`src/rtl/press_classifier.sv`:
```
// Button press classifier: short, long and double press events from a debounced level.
// Optional event counter enabled by defining PRESS_CLASSIFIER_EVT_CNT_EN.
`timescale 1ns/1ps
module press_classifier #(
    parameter int TICK_DIV   = 1000000,
    parameter int LONG_TICKS = 50,
    parameter int GAP_TICKS  = 30
) (
    input  logic       clk,
    input  logic       rst,
    input  logic       db,
    output logic       short_p,
    output logic       long_p,
    output logic       dbl_p,
    output logic       busy,
    output logic [7:0] evt_cnt
);
    localparam int MAXT = (LONG_TICKS > GAP_TICKS) ? LONG_TICKS : GAP_TICKS;
    localparam int CW   = $clog2(MAXT) + 1;
    localparam int PW   = $clog2(TICK_DIV);
    localparam logic [PW-1:0] PRESC_LAST = PW'(TICK_DIV - 1);
    localparam logic [CW-1:0] LONG_LAST  = CW'(LONG_TICKS - 1);
    localparam logic [CW-1:0] GAP_LAST   = CW'(GAP_TICKS - 1);
    localparam logic [CW-1:0] CNT_MAX    = {CW{1'b1}};

    typedef enum logic [2:0] {
        S_IDLE      = 3'd0,
        S_PRESS1    = 3'd1,
        S_WAIT_GAP  = 3'd2,
        S_PRESS2    = 3'd3,
        S_LONG_HOLD = 3'd4
    } state_t;

    state_t          state_q, state_d;
    logic            db_q;
    logic            blk_q;
    logic [PW-1:0]   presc_q, presc_d;
    logic [CW-1:0]   cnt_q, cnt_d;
    logic            short_q, short_d;
    logic            long_q, long_d;
    logic            dbl_q, dbl_d;
    logic            busy_q;
    logic            tick_s, rise_s, fall_s;

    // blk_q holds off rise detection after reset until db has been seen low,
    // so a switch held through reset does not start a sequence.
    assign tick_s = (presc_q == PRESC_LAST);
    assign rise_s = db & ~db_q & ~blk_q;
    assign fall_s = ~db & db_q;

    // Next-state and pulse decision
    always_comb begin
        state_d = state_q;
        short_d = 1'b0;
        long_d  = 1'b0;
        dbl_d   = 1'b0;
        case (state_q)
            S_IDLE: begin
                if (rise_s) state_d = S_PRESS1;
                else        state_d = state_q;
            end
            S_PRESS1: begin
                if (fall_s) begin
                    state_d = S_WAIT_GAP;
                end else if (tick_s && (cnt_q == LONG_LAST)) begin
                    state_d = S_LONG_HOLD;
                    long_d  = 1'b1;
                end else begin
                    state_d = state_q;
                end
            end
            S_WAIT_GAP: begin
                if (rise_s) begin
                    state_d = S_PRESS2;
                end else if (tick_s && (cnt_q == GAP_LAST)) begin
                    state_d = S_IDLE;
                    short_d = 1'b1;
                end else begin
                    state_d = state_q;
                end
            end
            S_PRESS2: begin
                if (fall_s) begin
                    state_d = S_IDLE;
                    dbl_d   = 1'b1;
                end else begin
                    state_d = state_q;
                end
            end
            S_LONG_HOLD: begin
                if (fall_s) state_d = S_IDLE;
                else        state_d = state_q;
            end
            default: state_d = S_IDLE;
        endcase
    end

    // Prescaler wrap and saturating tick counter, cleared on any state change
    always_comb begin
        if (tick_s) presc_d = {PW{1'b0}};
        else        presc_d = presc_q + PW'(1);
        if (state_d != state_q)                  cnt_d = {CW{1'b0}};
        else if (tick_s && (cnt_q != CNT_MAX))   cnt_d = cnt_q + CW'(1);
        else                                     cnt_d = cnt_q;
    end

    // State, timing and registered output flops
    always_ff @(posedge clk or negedge rst) begin
        if (!rst) begin
            state_q <= S_IDLE;
            db_q    <= 1'b0;
            blk_q   <= 1'b1;
            presc_q <= {PW{1'b0}};
            cnt_q   <= {CW{1'b0}};
            short_q <= 1'b0;
            long_q  <= 1'b0;
            dbl_q   <= 1'b0;
            busy_q  <= 1'b0;
        end else begin
            state_q <= state_d;
            db_q    <= db;
            blk_q   <= blk_q & db;
            presc_q <= presc_d;
            cnt_q   <= cnt_d;
            short_q <= short_d;
            long_q  <= long_d;
            dbl_q   <= dbl_d;
            busy_q  <= (state_d != S_IDLE);
        end
    end

    assign short_p = short_q;
    assign long_p  = long_q;
    assign dbl_p   = dbl_q;
    assign busy    = busy_q;

`ifdef PRESS_CLASSIFIER_EVT_CNT_EN
    logic [7:0] evt_q;

    // Event counter, wraps naturally at 8 bits
    always_ff @(posedge clk or negedge rst) begin
        if (!rst) begin
            evt_q <= 8'd0;
        end else if (short_q | long_q | dbl_q) begin
            evt_q <= evt_q + 8'd1;
        end else begin
            evt_q <= evt_q;
        end
    end

    assign evt_cnt = evt_q;
`else
    assign evt_cnt = 8'd0;
`endif

endmodule
```
`config.mk`:
```
export PLATFORM = sky130hd
export DESIGN_NAME = press_classifier
export DESIGN_NICKNAME = d
export VERILOG_FILES = /design/src/rtl/press_classifier.sv
export SDC_FILE = /design/constraint.sdc
export NUM_CORES = 1
export LEC_CHECK = 0
export ABC_AREA = 1
export CORE_MARGIN = 2
export CORE_UTILIZATION = 25
export DETAILED_ROUTE_END_ITERATION = 10
export HOLD_SLACK_MARGIN = 0.02
export SLEW_MARGIN = 20
export SYNTH_ARGS = -nofsm -noshare
export SYNTH_HDL_FRONTEND = slang
export SYNTH_SLANG_ARGS = --single-unit
export TNS_END_PERCENT = 50
```
`constraint.sdc`:
```
create_clock -name clk -period 2.2 [get_ports clk]
set_input_delay 0.22 -clock clk [delete_from_list [all_inputs] [get_ports clk]]
set_output_delay 0.22 -clock clk [all_outputs]
set_load 0.1 [all_outputs]
```
==> results of run 1 <==
-- worst max-delay path by stage --
stage | from | cells after the start | end
finish | presc_q[0] | 12 | cnt_q[2]
global placement | presc_q[0] | 10 | cnt_q[2]
global route | presc_q[0] | 7 | presc_q[14]
CTS | presc_q[0] | 10 | cnt_q[2]
detailed placement | presc_q[0] | 10 | cnt_q[2]
floorplan | presc_q[0] | 12 | cnt_q[0]
-- registers in the layout, indices dropped and copies added, names as in the netlist --
name / flops
presc_q: 20
long_p: 1
busy: 1
cnt_q: 7
state_q: 3
blk_q: 1
short_p: 1
db_q: 1
dbl_p: 1
-- metal layers --
layer	GRT usage	wire (µm)	share of wire
met1	0.111	1970	0.48
met2	0.153	1900	0.46
met3	0.0302	164	0.040
met4	0.0325	68	0.017
met5	0	0	0
-- per-stage QoR --
| step | worst slack [ns] | total power, mW | utilization | hold slack, ns | instance area (µm²) |
|---|---|---|---|---|---|
| 6_report | 0.355 | 1.46 | 0.292 | 0.00292 | 2420 |
| 5_1_grt | 0.170 | 1.52 | 0.292 | 0.0892 | 2420 |
| 4_1_cts | 0.318 | 1.48 | 0.292 | 0.0480 | 2420 |
| 3_5_place_dp | 0.340 | 0.899 | 0.279 | 0.365 | 2310 |
| 3_3_place_gp | 0.360 | 0.896 | 0.279 | 0.353 | 2310 |
| 2_1_floorplan | 0.605 | 0.867 | - | -0.0756 | 2200 |
-- where the power goes --
part | switching (mW) | leakage (nW) | internal, mW
registers | 0.0117 | 0.475 | 0.674
logic | 0.165 | 0.670 | 0.0317
clock network | 0.242 | 0.0552 | 0.336
-- logic make-up after synthesis --
kind of cell,count (synthesis)
AND/OR/NAND/NOR,130
buffers and inverters,59
flip-flops,36
AO/OA/AOI/OAI,22
XOR/XNOR,12
adder cells (fa/ha/maj),3
other,1
-- layout make-up --
cell class / instances / area share
multi-input combinational: 175 / 0.431
sequential: 36 / 0.373
clock buffer: 6 / 0.0300
inverter: 51 / 0.0791
timing repair buffer: 6 / 0.0186
tap: 105 / 0.0543
clock inverter: 2 / 0.0145
-- placed cells by master, fill, tap and decap left out, types with 2 or more instances in the layout --
cell and count:
sky130_fd_sc_hd__inv_2 8, sky130_fd_sc_hd__nor3_2 2, sky130_fd_sc_hd__nor3_1 10, sky130_fd_sc_hd__nand2_1 46, sky130_fd_sc_hd__nor4_2 2, sky130_fd_sc_hd__clkbuf_8 5
sky130_fd_sc_hd__nor2_2 11, sky130_fd_sc_hd__xor2_1 11, sky130_fd_sc_hd__o211ai_1 2, sky130_fd_sc_hd__inv_1 42, sky130_fd_sc_hd__nand3_1 9, sky130_fd_sc_hd__nand2_2 4
sky130_fd_sc_hd__nor2_1 23, sky130_fd_sc_hd__ha_1 3, sky130_fd_sc_hd__nand3_4 3, sky130_fd_sc_hd__dfrtp_1 35, sky130_fd_sc_hd__nor2_4 4, sky130_fd_sc_hd__nand4_1 9
sky130_fd_sc_hd__conb_1 8, sky130_fd_sc_hd__a21oi_1 7, sky130_fd_sc_hd__buf_4 4, sky130_fd_sc_hd__o21ai_0 7
-- critical path: stages, from the launching register on --
cell                       delay, ns
sky130_fd_sc_hd__dfrtp_1        0.40
sky130_fd_sc_hd__ha_1           0.23
sky130_fd_sc_hd__nand3_2        0.16
sky130_fd_sc_hd__clkinv_1       0.13
sky130_fd_sc_hd__nand3_4        0.11
sky130_fd_sc_hd__nor2_8         0.18
sky130_fd_sc_hd__nand2_2        0.08
sky130_fd_sc_hd__nand2_1        0.08
sky130_fd_sc_hd__nand3_1        0.07
sky130_fd_sc_hd__nand2_1        0.08
sky130_fd_sc_hd__inv_2          0.05
sky130_fd_sc_hd__nand3_4        0.11
sky130_fd_sc_hd__nor2_2         0.05
==> impl_metrics.ini, run 1 <==
[logic_synthesis]
xor_xnor_fraction_of_synth_area = 0.0484
postSynthCellCount = 263
count_of_flip_flops_with_a_built_in_enable_after_synthesis = 0
synth_warnings = 0
synth.ff_latch_count = 36
seq_area_frac_synth = 0.416
yosys.area.top_type = sky130_fd_sc_hd__dfrtp_1
post_synth_mux_area_share = 0
synthesized_area_fraction_occupied_by_ao_oa_aoi_and_oai_cells = 0.0582
post_synth_top_cells = 46 x sky130_fd_sc_hd__nand2_1, 42 x sky130_fd_sc_hd__inv_1, 35 x sky130_fd_sc_hd__dfrtp_1
ys_async_sr_fraction = 1.00
synth.area.top_cells = sky130_fd_sc_hd__dfrtp_1 40%, sky130_fd_sc_hd__nand2_1 8.0%, sky130_fd_sc_hd__inv_1 7.3%, sky130_fd_sc_hd__xor2_1 4.4%, sky130_fd_sc_hd__nor2_1 4.0%
ys_dominant_reg_cell = sky130_fd_sc_hd__dfrtp_1
synth_largest_type_area_fraction = 0.403
synth.most_common_cell = sky130_fd_sc_hd__nand2_1
syn_avg_cell_area_um2 = 8.25
synthSimpleGateAreaFrac = 0.343
synth_fa_ha_area_frac = 0.0173
syn-cell-area_mm2 = 0.00217
main_combinational_cell_family_by_area_after_synthesis = simple AND/OR/NAND/NOR gates
synth_cell_type_count = 37

[layout]
total_number_of_nets_in_the_final_design = 281
fillCellCount = 893
synthToLayoutAreaGrowth_pct = 11.5
seq_area_um2 = 902
area_of_the_multi_input_gates_mm2 = 0.00104
layoutNonFillerInstCount = 381
layout-drive-gt1-share = 0.196
n_antenna_cell = 0

[pwr]
cellPowerDensity_mw_per_mm2 = 603
power.ir.vdd_worst_mv = 0.212
leakagePower_nw = 1.20

[sta]
worst_clock_skew_ns = 0.00900
max_freq_mhz = 542
setup_viol = 0
finalHoldViolCount = 0
post_layout_min_period_ns = 1.84
timing.slew.headroom = 0.477
rsz0062_at_grt = no
fin_tns_setup_ns = 0
finalMaxSlewViolations = 0
worst_slew_pin_slew_ns = 0.784
layout_worst_path_cycle_share = 0.838

[floorplan]
die_height_um = 97.2
floorplan.io_pins = 15
initial_utilization = 0.262
floorplan.rows = 33
die_area_mm2 = 0.00944
fp.coreArea_mm2 = 0.00830
chipWidth_um = 97.2

[clock_network]
tritoncts_sinks = 36
clkTransAtPathRegs_ns = 0.08
clkLatencyLatePin_ns = 0.29
htreeDepth = 2
cts_tree = built
cts_setup_buffers = 0
ctsResizeCount = 0
clockRootBuffer = sky130_fd_sc_hd__clkbuf_8
cts_buf_count = 5
holdBufCountCts = 0
clock_tree_buf_depth = 2

[routing]
detail-route-antenna-nets = 0
drt_first_iter_violations = 58
wirelength_per_cell_um = 10.7
drc_viols = 0
route.vias.total = 1614
first_pass_iters = 4
routed_via_density = 4.24
routed_wl_mm = 4.09

[grt]
grt_start_max_net_pins = 37
grt_first_pass_wirelength_mm = 7.13
grtUsageTotal = 0.0921
first_global_vias = 1624
globalRouteOverflowTotal = 0
initial_antenna_violation_count = 0

[critical_path]
cp.required_ns = 2.39
critPathKind = reg2reg
worstReg2RegStart = presc_q[0]
crit_fanout = 9
critical_path_arrival_ns = 2.03
critical_path.reg2reg.endpoint = cnt_q[2]
r2r_slack_ns = 0.36
setup.worst_path.start_class = register
worstSetupEndpointType = register
worstRegToRegCells = 12

[place]
dp_hpwl_mm = 3.13
placed_cells_incl_taps = 373
gp_congestion = 0.845
portBuffers = 6

[hold_path]
worst_min_delay_path_class = in2async

[status]
status = completed

[flow_run]
maxCapViolations = 0
(Power assumes the default switching activity.)
==> inputs of run 2 (changes only) <==
==> constraint.sdc (replaced) <==
create_clock -name clk -period 1.85 [get_ports clk]
set_input_delay 0.185 -clock clk [delete_from_list [all_inputs] [get_ports clk]]
set_output_delay 0.185 -clock clk [all_outputs]
set_load 0.1 [all_outputs]
==> run 2 against run 1 <==
Critical path depth is 2 lower. Utilization rose by 1.5 points. Final cell count rose by 3.4%. Wire length increased by 5.1%. Die area did not move. Clock skew decreased by 0.00099 ns. Critical path type unchanged. Critical endpoint is now cnt_q[4]. Highest routed layer unchanged.
==> impl_metrics.ini, run 2 (synthesis results as in run 1) <==
[pwr]
power.ir.vdd_worst_mv = 0.287
cellPowerDensity_mw_per_mm2 = 648
leakagePower_nw = 1.27

[routing]
routed_wl_mm = 4.30
drc_viols = 0
routed_via_density = 4.30
detail-route-antenna-nets = 0
first_pass_iters = 4
route.vias.total = 1693
drt_first_iter_violations = 54
wirelength_per_cell_um = 10.9

[place]
gp_congestion = 0.839
postPlaceCellArea_mm2 = 0.00236
portBuffers = 6
dp_hpwl_mm = 3.25

[sta]
hold_ws_ns = 0.377
setup_viol = 0
layout_worst_path_cycle_share = 0.935
post_layout_min_period_ns = 1.73
fin_tns_setup_ns = 0
max_freq_mhz = 578
finalMaxSlewViolations = 0
finalHoldViolCount = 0
worst_clock_skew_ns = 0.00801

[floorplan]
chipWidth_um = 97.2
initial_utilization = 0.262
die_area_mm2 = 0.00944
fp.coreArea_mm2 = 0.00830
floorplan.rows = 33
floorplan.io_pins = 15
die_height_um = 97.2

[layout]
largest_register_ffs = 20
mostFrequentLayoutCells = 46 x sky130_fd_sc_hd__nand2_1, 42 x sky130_fd_sc_hd__inv_1, 35 x sky130_fd_sc_hd__dfrtp_1
finalInstanceArea_mm2 = 0.00254
post-route-util = 0.307
layout-drive-gt1-share = 0.239
biggestRegsByFlops = presc_q x20, cnt_q x7, state_q x3
total_number_of_nets_in_the_final_design = 294
fillCellCount = 856
leading_cell_type_in_the_layout_fill_and_taps_excluded = sky130_fd_sc_hd__nand2_1
largest_register = presc_q
n_antenna_cell = 0
synthToLayoutAreaGrowth_pct = 17.2

[hold_path]
worst_min_delay_path_class = in2async

[critical_path]
worstSetupEndpointType = register
setup.worst_path.start = cnt_q[1]
cp.required_ns = 2.03
setup.worst_path.start_class = register
critPathKind = reg2reg
crit_fanout = 4
worstReg2RegStart = cnt_q[1]
critical_path_arrival_ns = 1.91

[grt]
initial_antenna_violation_count = 0
grt_start_max_net_pins = 37
grtUsageTotal = 0.0976
grt_first_pass_wirelength_mm = 7.53
globalRouteOverflowTotal = 0
first_global_vias = 1731

[flow_run]
maxCapViolations = 0

[clock_network]
clockRootBuffer = sky130_fd_sc_hd__clkbuf_8
htreeDepth = 2
clock_tree_buf_depth = 2
cts_buf_count = 5
cts_tree = built
tritoncts_sinks = 36
clkLatencyLatePin_ns = 0.29
clkTransAtPathRegs_ns = 0.07

[status]
status = completed
run 2: area by class of cell:
type,instances,area [µm²],area share
Clock inverter,1,7.51,0.00295
Inverter,51,191,0.0752
Clock buffer,7,86.3,0.0339
Timing Repair Buffer,19,170,0.0669
Sequential cell,36,902,0.354
Multi-Input combinational cell,175,1060,0.415
Tap cell,105,131,0.0516
run 2: final timing paths:
path	end	slack, ns	cells past startpoint
worst max-delay path	cnt_q[4]	0.12	10
worst min-delay path	presc_q[10]	0.38	3
worst max register to register	cnt_q[4]	0.12	10
worst min register to register	blk_q	0.46	2
max in group asynchronous	blk_q	1.23	3
min in group clk	db_q	0.41	1
run 2: through the flow:
stage	total power, mW	setup WS (ns)	instances
final	1.65	0.120	394
after global routing	1.73	-0.00102	394
after CTS	1.67	0.0274	389
after detailed placement	1.07	-0.000599	377
after global placement	1.07	0.0512	377
after floorplan	1.03	0.255	270
run 2: worst max-delay path, stage by stage (launching register included):
cell	delay (ns)
sky130_fd_sc_hd__dfrtp_1	0.40
sky130_fd_sc_hd__buf_4	0.14
sky130_fd_sc_hd__ha_1	0.17
sky130_fd_sc_hd__inv_1	0.10
sky130_fd_sc_hd__nor2_1	0.07
sky130_fd_sc_hd__nand3_1	0.18
sky130_fd_sc_hd__nand3_4	0.13
sky130_fd_sc_hd__nor2_4	0.12
sky130_fd_sc_hd__nand2_1	0.08
sky130_fd_sc_hd__xor2_1	0.16
sky130_fd_sc_hd__nor2_2	0.06
run 2: layer usage:
metal,vias to the layer above,wire (µm),global-route usage
met4,0,87,0.0401
li1,863,-,-
met3,10,221,0.0302
met5,-,0,0
met2,34,1980,0.159
met1,786,2020,0.120
run 2: what timing repair did:
action                                 CTS  global route
endpoints found under the hold margin   35             0
cloned                                   0             0
buffers inserted                         3             5
setup endpoints to repair                7            12
hold buffers                             1             0
pin swaps                                1             4
gates resized for setup                  0             4
run 2: report_power, final:
part           leakage, nW  internal, mW  switching (mW)  total, mW
logic                0.746        0.0437           0.198      0.242
registers            0.475         0.801          0.0139      0.815
clock network       0.0445         0.303           0.289      0.592
total                 1.27          1.15           0.501       1.65
